--- config.mk ---
export PLATFORM = sky130hd
export DESIGN_NAME = game_countdown
export DESIGN_NICKNAME = d
export VERILOG_FILES = /design/src/rtl/game_timer_pkg.sv /design/src/rtl/game_countdown_tick_divider.sv /design/src/rtl/game_countdown.sv
export SDC_FILE = /design/constraint.sdc
export NUM_CORES = 1
export LEC_CHECK = 0
export BUFFER_PORTS_ARGS = -buffer_cell sky130_fd_sc_hd__buf_2
export CAP_MARGIN = 20
export CORE_MARGIN = 5
export CORE_UTILIZATION = 54
export CTS_CLUSTER_DIAMETER = 60
export DETAILED_ROUTE_END_ITERATION = 7
export PLACE_DENSITY = 0.81
export SLEW_MARGIN = 25
export SYNTH_ARGS = -nofsm -noshare
export SYNTH_HDL_FRONTEND = slang
export SYNTH_SLANG_ARGS = --single-unit
--- constraint.sdc ---
create_clock -name Clck -period 2.1 [get_ports Clck]
set_clock_uncertainty 0.1 [all_clocks]
set_input_delay 0.21 -clock Clck [delete_from_list [all_inputs] [get_ports Clck]]
set_output_delay 0.21 -clock Clck [all_outputs]
set_load 0.02 [all_outputs]
--- src/rtl/game_timer_pkg.sv ---
// Shared types, 7-segment encodings and BCD limits for the game round timers.
package game_timer_pkg;

  typedef enum logic [1:0] {
    IDLE    = 2'd0,
    RUN     = 2'd1,
    PAUSED  = 2'd2,
    EXPIRED = 2'd3
  } state_e;

  // Active-low segments, bit 6 = g.
  localparam logic [6:0] SEG_0     = 7'b1000000;
  localparam logic [6:0] SEG_1     = 7'b1111001;
  localparam logic [6:0] SEG_2     = 7'b0100100;
  localparam logic [6:0] SEG_3     = 7'b0110000;
  localparam logic [6:0] SEG_4     = 7'b0011001;
  localparam logic [6:0] SEG_5     = 7'b0010010;
  localparam logic [6:0] SEG_6     = 7'b0000010;
  localparam logic [6:0] SEG_7     = 7'b1111000;
  localparam logic [6:0] SEG_8     = 7'b0000000;
  localparam logic [6:0] SEG_9     = 7'b0010000;
  localparam logic [6:0] SEG_BLANK = 7'b1111111;

  localparam logic [3:0] MAX_MIN  = 4'd9;
  localparam logic [3:0] MAX_TENS = 4'd5;
  localparam logic [3:0] MAX_ONES = 4'd9;

  function automatic logic [6:0] seg7(input logic [3:0] d);
    logic [6:0] s;
    case (d)
      4'd0:    s = SEG_0;
      4'd1:    s = SEG_1;
      4'd2:    s = SEG_2;
      4'd3:    s = SEG_3;
      4'd4:    s = SEG_4;
      4'd5:    s = SEG_5;
      4'd6:    s = SEG_6;
      4'd7:    s = SEG_7;
      4'd8:    s = SEG_8;
      4'd9:    s = SEG_9;
      default: s = SEG_BLANK;
    endcase
    return s;
  endfunction

  function automatic logic [3:0] clamp_digit(input logic [3:0] v, input logic [3:0] lim);
    return (v > lim) ? lim : v;
  endfunction

endpackage

--- src/rtl/game_countdown_tick_divider.sv ---
// Down-counting clock divider: one-cycle tick every CLK_FREQ enabled cycles.
module tick_divider #(
  parameter int unsigned CLK_FREQ = 50000000
) (
  input  logic Clck,
  input  logic reset,
  input  logic run,
  input  logic restart,
  output logic tick
);

  localparam int unsigned W = (CLK_FREQ > 1) ? $clog2(CLK_FREQ) : 1;
  localparam logic [W-1:0] RELOAD = W'(CLK_FREQ - 1);

  logic [W-1:0] cnt_q, cnt_d;

  assign tick = run && (cnt_q == '0);

  always_comb begin
    cnt_d = cnt_q;
    if (restart) begin
      cnt_d = RELOAD;
    end else if (run) begin
      cnt_d = (cnt_q == '0) ? RELOAD : cnt_q - W'(1);
    end
  end

  always_ff @(posedge Clck or posedge reset) begin
    if (reset) cnt_q <= RELOAD;
    else       cnt_q <= cnt_d;
  end

endmodule

--- src/rtl/game_countdown.sv ---
// M:SS BCD round countdown timer with registered active-low 7-segment outputs
// and a one-cycle time_up pulse at 0:00.
module game_countdown
  import game_timer_pkg::*;
#(
  parameter int unsigned CLK_FREQ    = 50000000,
  parameter int unsigned PRESET_MIN  = 1,
  parameter int unsigned PRESET_TENS = 0,
  parameter int unsigned PRESET_ONES = 0
) (
  input  logic       Clck,
  input  logic       reset,
  input  logic       start,
  input  logic       pause,
  input  logic       clear,
  input  logic       load,
  input  logic [3:0] load_min,
  input  logic [3:0] load_tens,
  input  logic [3:0] load_ones,
  output logic [6:0] HEX0,
  output logic [6:0] HEX1,
  output logic [6:0] HEX2,
  output logic       running,
  output logic       time_up
);

  localparam logic [3:0] PRE_MIN  = 4'(PRESET_MIN);
  localparam logic [3:0] PRE_TENS = 4'(PRESET_TENS);
  localparam logic [3:0] PRE_ONES = 4'(PRESET_ONES);

  state_e     state_q, state_d;
  logic [3:0] min_q, min_d, tens_q, tens_d, ones_q, ones_d;
  logic [3:0] len_min_q, len_min_d, len_tens_q, len_tens_d, len_ones_q, len_ones_d;
  logic       time_up_q, time_up_d;
  logic [6:0] hex0_q, hex1_q, hex2_q;
  logic       tick;
  logic       div_run, div_restart;
  logic [3:0] dec_min, dec_tens, dec_ones;
  logic [3:0] ld_min, ld_tens, ld_ones;

  // PAUSED with pause released counts as running, so a pause costs exactly
  // the number of cycles it is held high.
  assign div_run     = ((state_q == RUN) || (state_q == PAUSED)) && !pause;
  assign div_restart = (state_q == IDLE) || (state_q == EXPIRED);

  tick_divider #(
    .CLK_FREQ(CLK_FREQ)
  ) u_div (
    .Clck   (Clck),
    .reset  (reset),
    .run    (div_run),
    .restart(div_restart),
    .tick   (tick)
  );

  assign ld_min  = clamp_digit(load_min,  MAX_MIN);
  assign ld_tens = clamp_digit(load_tens, MAX_TENS);
  assign ld_ones = clamp_digit(load_ones, MAX_ONES);

  always_comb begin
    dec_min  = min_q;
    dec_tens = tens_q;
    dec_ones = ones_q;
    if (ones_q != 4'd0) begin
      dec_ones = ones_q - 4'd1;
    end else if (tens_q != 4'd0) begin
      dec_ones = MAX_ONES;
      dec_tens = tens_q - 4'd1;
    end else begin
      dec_ones = MAX_ONES;
      dec_tens = MAX_TENS;
      dec_min  = min_q - 4'd1;
    end
  end

  always_comb begin
    state_d    = state_q;
    min_d      = min_q;
    tens_d     = tens_q;
    ones_d     = ones_q;
    len_min_d  = len_min_q;
    len_tens_d = len_tens_q;
    len_ones_d = len_ones_q;
    time_up_d  = 1'b0;

    case (state_q)
      IDLE: begin
        if (load) begin
          len_min_d  = ld_min;
          len_tens_d = ld_tens;
          len_ones_d = ld_ones;
          min_d      = ld_min;
          tens_d     = ld_tens;
          ones_d     = ld_ones;
        end else if (start) begin
          if ((min_q | tens_q | ones_q) != 4'd0) begin
            state_d = RUN;
          end else begin
            state_d   = EXPIRED;
            time_up_d = 1'b1;
          end
        end else if (clear) begin
          min_d  = len_min_q;
          tens_d = len_tens_q;
          ones_d = len_ones_q;
        end
      end

      RUN, PAUSED: begin
        if (clear) begin
          state_d = IDLE;
          min_d   = len_min_q;
          tens_d  = len_tens_q;
          ones_d  = len_ones_q;
        end else if (pause) begin
          state_d = PAUSED;
        end else begin
          state_d = RUN;
          if (tick) begin
            min_d  = dec_min;
            tens_d = dec_tens;
            ones_d = dec_ones;
            if ((dec_min | dec_tens | dec_ones) == 4'd0) begin
              state_d   = EXPIRED;
              time_up_d = 1'b1;
            end
          end
        end
      end

      EXPIRED: begin
        if (load) begin
          state_d    = IDLE;
          len_min_d  = ld_min;
          len_tens_d = ld_tens;
          len_ones_d = ld_ones;
          min_d      = ld_min;
          tens_d     = ld_tens;
          ones_d     = ld_ones;
        end else if (clear) begin
          state_d = IDLE;
          min_d   = len_min_q;
          tens_d  = len_tens_q;
          ones_d  = len_ones_q;
        end
      end

      default: state_d = IDLE;
    endcase
  end

  always_ff @(posedge Clck or posedge reset) begin
    if (reset) begin
      state_q    <= IDLE;
      min_q      <= PRE_MIN;
      tens_q     <= PRE_TENS;
      ones_q     <= PRE_ONES;
      len_min_q  <= PRE_MIN;
      len_tens_q <= PRE_TENS;
      len_ones_q <= PRE_ONES;
      time_up_q  <= 1'b0;
      hex0_q     <= seg7(PRE_ONES);
      hex1_q     <= seg7(PRE_TENS);
      hex2_q     <= seg7(PRE_MIN);
    end else begin
      state_q    <= state_d;
      min_q      <= min_d;
      tens_q     <= tens_d;
      ones_q     <= ones_d;
      len_min_q  <= len_min_d;
      len_tens_q <= len_tens_d;
      len_ones_q <= len_ones_d;
      time_up_q  <= time_up_d;
      hex0_q     <= seg7(ones_q);
      hex1_q     <= seg7(tens_q);
      hex2_q     <= seg7(min_q);
    end
  end

  assign HEX0    = hex0_q;
  assign HEX1    = hex1_q;
  assign HEX2    = hex2_q;
  assign running = (state_q == RUN);
  assign time_up = time_up_q;

endmodule

==> flow_metrics.tcl, run 1 <==
set metrics [dict create \
    outcome "finished with violations" \
    violations "negative setup slack" \
    yosysTopAreaCell "dfrtp_1" \
    ys_ff_latch 74 \
    port_buffers 40 \
    regArea_um2 1887 \
    tns_ns -0.6137 \
    numCtsBuffers 9 \
    required_ns 2.24 \
    grt_first_pass_wirelength_mm 18.44 \
    grt_pass1_vias 3934 \
    grtUsageTotal_pct 23.66 \
    synth_cell_type_count 55 \
    gp_congestion 0.9176 \
    critPathKind "reg -> reg" \
    nNetsFinal 592 \
    tritoncts "done" \
    io_pins 41 \
    drive_gt1_share_pct 33.99 \
    drtIter0Drc 232 \
    fillers 545 \
    routed_wl_mm 11.01 \
    antenna_found_initial 0 \
    htree_levels 3 \
    vias 3831 \
    cts-root-buf "clkbuf_8" \
    drv_cap 0 \
    max_freq_mhz 458.1 \
    wl_met2_mm 5.601 \
    setup_violations 14 \
    cp_max_fo 4 \
    wl_per_cell_um 16.65 \
    cts.path.max_buffers 2 \
    syn-cell-area_um2 4165 \
    wl_met3_um 663 \
    die-area_um2 9570 \
    rsz0062_at_grt "true" \
    timing.final.ws_setup_ns -0.08305 \
    yosysSeqAreaShare_pct 45.27 \
    clock-sinks 74 \
    die_x_um 97.83 \
    antenna-diode-count 0 \
    firstDrtPassIters 5 \
    max_slew.worst_pin.slew_ns 0.4619 \
    via_per_inst 5.796 \
    syn_inst 446 \
    dominantRegCellSynth "dfrtp_1" \
    rows 32 \
    die_h_um 97.83 \
    core_area_um2 7607 \
    period_needed_ns 2.183 \
    multi_input_area_um2 2235 \
    syn_nets 484 \
    cp-end-kind "flip-flop" \
    synth.area.top_cells "dfrtp_1 28%, dfstp_2 17%, ha_1 6.0%, nand2_1 4.9%, a21oi_1 4.3%" \
    synth_warnings 0 \
    syn_avg_cell_area_um2 9.339 \
    slew-limit-headroom_pct 69.10 \
    fin_crit_sh_pct 104.0 \
    dr.max_layer_used "met4" \
    p_leak_nw 2.403 \
    hp-class "in -> reg" \
    drc_errors 0 \
    finalPower_mw 8.062 \
    ys_async_sr_fraction_pct 100.0 \
    path_clk_slew_ns 0.08 \
    detail-route-antenna-nets 0 \
    crit_path_start_kind "flip-flop" \
    report.final.slew_viol_count 0 \
    ir_worst_vdd_uv 852.8 \
    met1_length_mm 4.387 \
    synth_top_area_share_pct 28.24 \
    arrival_ns 2.33 \
    synthTopCellsByCount "54 x nand2_1, 47 x dfrtp_1, 36 x a21oi_1, 35 x nor2_1, 27 x dfstp_2" \
    report.final.hold_viol_count 0 \
    dp.final_hpwl_mm 7.256 \
    initial_utilization_pct 54.75 \
    powerDensity_nw_per_um2 1493 \
    synthToLayoutAreaGrowth_pct 29.65 \
    synth_most_common_cell "nand2_1" \
    grt_max_degree 75 \
    clock_latency_ns 0.36 \
    grt_overflow 0 \
    synth-edff-count 0 \
]
## flip-flops by register name, indices dropped and copies added, names as in the netlist
signal,flops
HEX2,7
HEX0,7
len_min_q,4
HEX1,7
time_up,1
len_ones_q,4
tens_q,4
len_tens_q,4
ones_q,4
state_q,2
u_div.cnt_q,26
min_q,4
## where the power goes
part / internal, mW / total (mW) / switching (mW)
Clock: 0.940 / 1.48 / 0.540
Combinational: 1.88 / 4.36 / 2.48
Sequential: 1.95 / 2.23 / 0.275
Total: 4.77 / 8.06 / 3.29
## placed cells by master (no fill, tap or decap), drive strengths merged, types with 6 or more instances in the layout
| cell type | synthesis | layout |
|---|---|---|
| a21o | 7 | 7 |
| a21oi | 36 | 36 |
| a22o | 7 | 7 |
| a31oi | 7 | 7 |
| buf | 6 | 110 |
| clkbuf | 11 | 11 |
| dfrtp | 47 | 47 |
| dfstp | 27 | 27 |
| ha | 20 | 20 |
| inv | 23 | 22 |
| mux2i | 8 | 8 |
| nand2 | 54 | 54 |
| nand2b | 8 | 8 |
| nand3 | 12 | 12 |
| nand4 | 10 | 10 |
| nor2 | 35 | 35 |
| nor3 | 10 | 10 |
| nor3b | 6 | 6 |
| nor4 | 10 | 10 |
| o211ai | 6 | 6 |
| o21a | 4 | 6 |
| o21ai | 26 | 26 |
| xor2 | 12 | 12 |
## cell families after synthesis
group / share of synthesized area, %
AOI/OAI and AO/OA: 16.94
xor gates and xnor gates: 3.364
adders and majority gates: 6.008
buffers and inverters: 4.145
DFF: 45.27
muxes: 2.463
and+or+nand+nor: 21.81
## area by class of cell
| cell class | count | area share [%] |
|---|---|---|
| Clock buffer | 11 | 2.618 |
| Clock inverter | 5 | 2.317 |
| Inverter | 23 | 1.668 |
| Multi-Input combinational cell | 334 | 41.38 |
| Sequential cell | 74 | 34.94 |
| Tap cell | 102 | 2.363 |
| Timing Repair Buffer | 112 | 14.71 |
## through the flow
| stage | cells | hold slack (ns) | area, µm² | setup WS, ns | utilization, % |
|---|---|---|---|---|---|
| 2_1_floorplan | 446 | 0.2154 | 4187 | -0.09672 | - |
| 6_report | 661 | 0.01634 | 5400 | -0.08305 | 70.99 |
| 3_3_place_gp | 638 | 0.2398 | 4965 | -0.02492 | 65.26 |
| 3_5_place_dp | 638 | 0.2446 | 4965 | -0.05711 | 65.26 |
| 4_1_cts | 657 | 0.01629 | 5288 | -0.05492 | 69.51 |
| 5_1_grt | 661 | 0.03167 | 5400 | -0.1381 | 70.99 |
## metal layers
layer	track usage, %	vias up
li1	-	1799
met1	28.58	1832
met2	40.31	154
met3	5.143	46
met4	10.86	0
met5	0	-
## worst max-delay path: stages, from the launching register on
cell	delay, ns
dfstp_2	0.37
or4_4	0.56
nor4_4	0.23
and4b_2	0.32
o22a_4	0.18
mux2_4	0.31
## repair_timing
item | 4_1_cts | 5_1_grt
hold endpoints to repair | 48 | 0
resized for setup | 10 | 26
pin swaps | 2 | 7
buffers inserted | 1 | 2
setup endpoints to repair | 17 | 36
cloned | 0 | 2
hold buffers | 2 | 0
## path summary, 6_finish.rpt
kind | start | end | slack [ns] | depth (start not counted)
min | load_min[3] | len_min_q[3]$_DFFE_PP0P_ | 0.02 | 3
min reg2reg | len_min_q[0]$_DFFE_PP1P_ | len_min_q[0]$_DFFE_PP1P_ | 0.37 | 2
max reg2reg | u_div.cnt_q[5]$_DFFE_PP1P_ | ones_q[1]$_DFFE_PP0P_ | -0.08 | 5
max | u_div.cnt_q[5]$_DFFE_PP1P_ | ones_q[1]$_DFFE_PP0P_ | -0.08 | 5
min in group asynchronous | reset | HEX0[2]$_DFF_PP0_ | 0.40 | 4
max in group asynchronous | reset | HEX1[6]$_DFF_PP1_ | 1.16 | 4
No activity file was read; power rests on OpenSTA's default activity.
==> inputs of run 2 (changes only) <==
Settings changed: CORE_MARGIN 5 to 1.5.
==> run 2 against run 1 <==
Effect of this change: via count increased by 2.5%; sequential power about the same; the flow still finishes with violations (negative setup slack); non-clock buffer count increased by 5; clock power decreased by 33%; fmax decreased by 2.4%; register-to-register slack got worse by 0.05 ns; count of clock-buffer cells in the layout unchanged; cell count increased by 0.30%; critical path depth unchanged; combinational power increased by 4%.
==> flow_metrics.tcl, run 2 (synthesis gave the netlist of run 1 again) <==
set metrics [dict create \
    cp_max_fo 5 \
    p_leak_nw 2.410 \
    io_pins 41 \
    ir_worst_vdd_uv 955.0 \
    critPathSlowestCell "or3_1" \
    grt_overflow 0 \
    cts-root-buf "clkbuf_8" \
    grtUsageTotal_pct 25.32 \
    initial_utilization_pct 56.52 \
    slew-limit-headroom_pct 66.76 \
    cts.path.max_buffers 2 \
    crit_path_start_kind "flip-flop" \
    max_freq_mhz 447.0 \
    violations "negative setup slack" \
    report.final.slew_viol_count 0 \
    grt_first_pass_wirelength_mm 16.73 \
    tns_ns -1.783 \
    period_needed_ns 2.237 \
    layout_common_cells "62 x buf_4, 54 x nand2_1, 46 x dfrtp_1" \
    die_x_um 90.83 \
    via_per_inst 5.925 \
    clock-sinks 74 \
    crit_buf_inv 0 \
    numCtsBuffers 9 \
    crit_path_max_incr_delay_ns 0.46 \
    firstDrtPassIters 5 \
    grt_max_degree 54 \
    port_buffers 40 \
    antenna-diode-count 0 \
    clock_latency_ns 0.36 \
    drv_cap 0 \
    final_area_um2 5446 \
    finalPower_mw 7.752 \
    outcome "finished with violations" \
    largest_reg_flops 26 \
    post_dp_cell_area_um2 4961 \
    path_delay_family "simple AND/OR/NAND/NOR gates" \
    path_clk_slew_ns 0.08 \
    setup_violations 21 \
    report.final.hold_viol_count 0 \
    max_slew.worst_pin.slew_ns 0.4976 \
    arrival_ns 2.38 \
    tritoncts "done" \
    powerDensity_nw_per_um2 1423 \
    layout_commonest_cell "buf_4" \
    vias 3928 \
    detail-route-antenna-nets 0 \
    dp.final_hpwl_mm 7.091 \
    cp-end-kind "flip-flop" \
    nNetsFinal 597 \
    drtIter0Drc 325 \
    rows 31 \
    regMostFlops "u_div.cnt_q" \
    synthToLayoutAreaGrowth_pct 30.76 \
    drc_errors 0 \
    required_ns 2.24 \
    hp-class "in -> reg" \
    die-area_um2 8249 \
    routed_wl_mm 11.09 \
    path_cells "or3_1, nor4_4, and4b_2, o22a_4, mux2_4" \
    htree_levels 3 \
    die_h_um 90.83 \
    wl_per_cell_um 16.72 \
    grt_pass1_vias 3616 \
    rsz0062_at_grt "true" \
    timing.final.ws_setup_ns -0.1373 \
    gp_congestion 0.8805 \
    drive_gt1_share_pct 36.17 \
    antenna_found_initial 0 \
    core_area_um2 7370 \
    critPathKind "reg -> reg" \
    fin_crit_sh_pct 106.5 \
]
## run 2: changes by cell type in the layout (fill, tap and decap cells not counted), moves of 2 or more
cell	previous run	this run
bufinv_16	4	0
nor4_1	6	3
buf_12	3	6
o21ai_0	20	22
buf_6	3	7
inv_1	20	22
o21ai_2	3	1
clkinv_2	1	3
inv_2	2	0
buf_4	64	62
clkinvlp_4	1	3
nor4_2	2	5
## run 2: repair_timing
action                     in CTS  in global routing
gates cloned                    1                  3
pin swaps                       2                  7
hold endpoints to repair       19                  0
setup endpoints to repair      18                 39
gates resized for setup        10                 41
setup buffers                   0                  8
hold buffers                    1                  0
## run 2: per-layer routing
metal | track usage, % | vias up | wire (µm)
met5 | 0 | - | 0
met4 | 9.766 | 0 | 276
met3 | 4.377 | 32 | 822
met2 | 40.35 | 196 | 5375
met1 | 34.52 | 1879 | 4612
li1 | - | 1821 | -
## run 2: path summary, 6_finish.rpt
| check | start | to | slack, ns | cells past startpoint |
|---|---|---|---|---|
| max in group asynchronous | reset | u_div.cnt_q[3]$_DFFE_PP1P_ | 0.89 | 4 |
| max reg2reg | u_div.cnt_q[10]$_DFFE_PP0P_ | ones_q[2]$_DFFE_PP0P_ | -0.14 | 5 |
| min reg2reg | len_ones_q[1]$_DFFE_PP0P_ | len_ones_q[1]$_DFFE_PP0P_ | 0.39 | 1 |
| min in group asynchronous | reset | HEX0[5]$_DFF_PP0_ | 0.33 | 3 |
| max | u_div.cnt_q[10]$_DFFE_PP0P_ | ones_q[2]$_DFFE_PP0P_ | -0.14 | 5 |
| min | load_ones[3] | len_ones_q[3]$_DFFE_PP0P_ | 0.03 | 3 |
## run 2: final cells by class
| cell class | instances | area, µm² |
|---|---|---|
| multi-input cells | 334 | 2295 |
| fillers | 496 | 1923 |
| flip-flops and latches | 74 | 1887 |
| repair buffers | 117 | 879.6 |
| clock buffers | 11 | 141.4 |
| well taps | 99 | 123.9 |
| inverters | 23 | 90.09 |
| clock inverters | 5 | 30.03 |
## run 2: stage by stage
stage | util (%) | worst slack (ns) | hold slack (ns) | instances
after floorplan | - | -0.09672 | 0.2154 | 446
after global placement | 67.32 | -0.03836 | 0.1572 | 635
after detailed placement | 67.32 | -0.08504 | 0.1684 | 635
after CTS | 70.32 | -0.06853 | 0.01780 | 653
after global routing | 73.90 | -0.1847 | 0.03779 | 663
final | 73.90 | -0.1373 | 0.02748 | 663
## run 2: where the power goes
part / internal, mW / switching, mW
registers: 1.95 / 0.267
logic: 1.98 / 2.56
clock network: 0.455 / 0.534
total: 4.39 / 3.36
## run 2: worst min-delay path: cells and delay by family
family	cells	cell delay, ns
and+or+nand+nor	2	0.12
buffers and inverters	1	0.12
==> inputs of run 3 (changes only) <==
--- a/config.mk
+++ b/config.mk
@@ -8,6 +8,8 @@
 export BUFFER_PORTS_ARGS = -buffer_cell sky130_fd_sc_hd__buf_2
 export CAP_MARGIN = 20
+export CELL_PAD_IN_SITES_DETAIL_PLACEMENT = 1
+export CELL_PAD_IN_SITES_GLOBAL_PLACEMENT = 2
 export CORE_MARGIN = 1.5
-export CORE_UTILIZATION = 54
+export CORE_UTILIZATION = 34
 export CTS_CLUSTER_DIAMETER = 60
 export DETAILED_ROUTE_END_ITERATION = 7
@@ -17,2 +19,3 @@
 export SYNTH_HDL_FRONTEND = slang
 export SYNTH_SLANG_ARGS = --single-unit
+export TNS_END_PERCENT = 20
--- a/constraint.sdc
+++ b/constraint.sdc
@@ -3,3 +3,3 @@
 set_input_delay 0.21 -clock Clck [delete_from_list [all_inputs] [get_ports Clck]]
 set_output_delay 0.21 -clock Clck [all_outputs]
-set_load 0.02 [all_outputs]
+set_load 0.005 [all_outputs]
==> run 3 against run 2 <==
Effect of this change: the run still ends with negative setup slack left; via count down 5.5%; die area up 57%; count of clock-buffer cells in the layout up 5; combinational power down 13%; first-iteration DRC count down 58%; power down 1.4%; critical endpoint unchanged.
==> flow_metrics.tcl, run 3 (synthesis gave the netlist of run 1 again) <==
set metrics [dict create \
    regArea_um2 1886 \
    powerDensity_nw_per_um2 1391 \
    clock-sinks 74 \
    die-area_um2 12920 \
    outcome "finished with violations" \
    max_freq_mhz 454.2 \
    rows 40 \
    fin_crit_sh_pct 104.8 \
    slew-limit-headroom_pct 57.14 \
    post_dp_cell_area_um2 5021 \
    p_clk_share_pct 18.7 \
    drc_errors 0 \
    nNetsFinal 592 \
    drv_cap 0 \
    detail-route-antenna-nets 0 \
    timing.final.ws_setup_ns -0.1017 \
    hp-class "in -> reg" \
    power.switching_mw 3.030 \
    p_leak_nw 2.422 \
    reg2reg_depth 5 \
    crit_path_start_kind "flip-flop" \
    layout_commonest_cell "buf_4" \
    seqPwrFrac_pct 29.4 \
    largest_reg_flops 26 \
    path_clk_slew_ns 0.06 \
    required_ns 2.22 \
    arrival_ns 2.32 \
    setup_violations 14 \
    finalPower_mw 7.642 \
    die_x_um 113.7 \
    cp_max_fo 4 \
    period_needed_ns 2.202 \
    comb_power_share_pct 51.9 \
    vias 3713 \
    grtUsageTotal_pct 19.72 \
    drive_gt1_share_pct 33.81 \
    drtIter0Drc 136 \
    violations "negative setup slack" \
    core_area_um2 11960 \
    rsz0062_at_grt "true" \
    gp_congestion 0.8287 \
    report.final.hold_viol_count 0 \
    regMostFlops "u_div.cnt_q" \
    firstDrtPassIters 4 \
    grt_pass1_vias 4019 \
    wl_per_cell_um 16.66 \
    die_h_um 113.7 \
    use_met2_pct 33.82 \
    grt_use_met1_pct 25.21 \
    initial_utilization_pct 34.82 \
    grt_overflow 0 \
    report.final.slew_viol_count 0 \
    critPathKind "reg -> reg" \
    fillers 1346 \
    cts-root-buf "clkbuf_16" \
    via_per_inst 5.259 \
    multi_input_area_um2 2247 \
    grt_max_degree 30 \
    port_buffers 40 \
    final_cells 706 \
    ir_worst_vdd_uv 730.1 \
    internal-power_mw 4.612 \
    utilization_pct 45.92 \
    cp-end-kind "flip-flop" \
    grt_most_used_layer "met2" \
    antenna-diode-count 0 \
    tritoncts "done" \
    max_slew.worst_pin.slew_ns 0.6415 \
    antenna_found_initial 0 \
    htree_levels 3 \
    synthToLayoutAreaGrowth_pct 31.87 \
    hold_depth 3 \
    dp_cells 683 \
    grt_first_pass_wirelength_mm 20.02 \
    swShare_pct 39.65 \
    cts.path.max_buffers 2 \
    dp.final_hpwl_mm 8.701 \
    io_pins 41 \
    clock_latency_ns 0.34 \
    numCtsBuffers 9 \
    grt_util_met3_pct 4.676 \
    routed_wl_mm 11.76 \
    layout_common_cells "65 x buf_4, 54 x nand2_1, 47 x dfrtp_1" \
    final_area_um2 5493 \
]
==> run 3: worst max-delay path, stage by stage, from the launching register on <==
cell and delay, ns:
dfstp_2 0.37, or4_4 0.56, nor4_4 0.22, and4b_2 0.32, o22a_4 0.19, mux2_2 0.33
==> run 3: metrics by stage <==
stage	setup TNS (ns)	setup WS, ns	hold slack [ns]
CTS	-0.7753	-0.1007	0.01818
global placement	-0.5350	-0.1457	0.2264
global route	-3.151	-0.1966	0.05426
finish	-0.4723	-0.1017	0.02790
floorplan	-0.2646	-0.09672	0.2154
detailed placement	-1.204	-0.1177	0.2376
==> run 3: repair_timing <==
action | 4_1_cts | 5_1_grt
hold buffers | 1 | 0
endpoints found under the hold margin | 11 | 0
setup endpoints to repair | 28 | 40
resized for setup | 14 | 20
buffers inserted | 1 | 5
gates cloned | 0 | 0
pin swaps | 5 | 3
==> run 3: path summary, 6_finish.rpt <==
check | from | end | slack [ns]
setup / recovery | u_div.cnt_q[5]$_DFFE_PP1P_ | ones_q[2]$_DFFE_PP0P_ | -0.10
hold / removal | load_ones[3] | len_ones_q[3]$_DFFE_PP0P_ | 0.03
setup reg to reg | u_div.cnt_q[5]$_DFFE_PP1P_ | ones_q[2]$_DFFE_PP0P_ | -0.10
hold reg to reg | len_min_q[0]$_DFFE_PP1P_ | len_min_q[0]$_DFFE_PP1P_ | 0.37
max in group asynchronous | reset | HEX1[6]$_DFF_PP1_ | 0.82
min in group asynchronous | reset | HEX0[4]$_DFF_PP0_ | 0.41
==> run 3: per-layer routing <==
metal  wire length (µm)  share of wire (%)
met1               5471                 47
met2               5847                 50
met3                300                2.6
met4                142                1.2
met5                  0                  0
==> run 3: power by group through the flow <==
stage               Sequential (mW)  Clock, mW  Combinational [mW]
global placement               2.23          0                3.68
detailed placement             2.24          0                3.77
CTS                            2.24       1.48                3.90
floorplan                      2.23          0                2.26
global route                   2.30       1.55                4.45
finish                         2.24       1.43                3.97
==> run 3: layout make-up <==
class                      instances  area share, %
multi-input combinational        332          40.91
sequential                        74          34.33
clock buffer                      16          4.943
tap                              147          3.349
inverter                          23          1.640
timing repair buffer             114          14.83
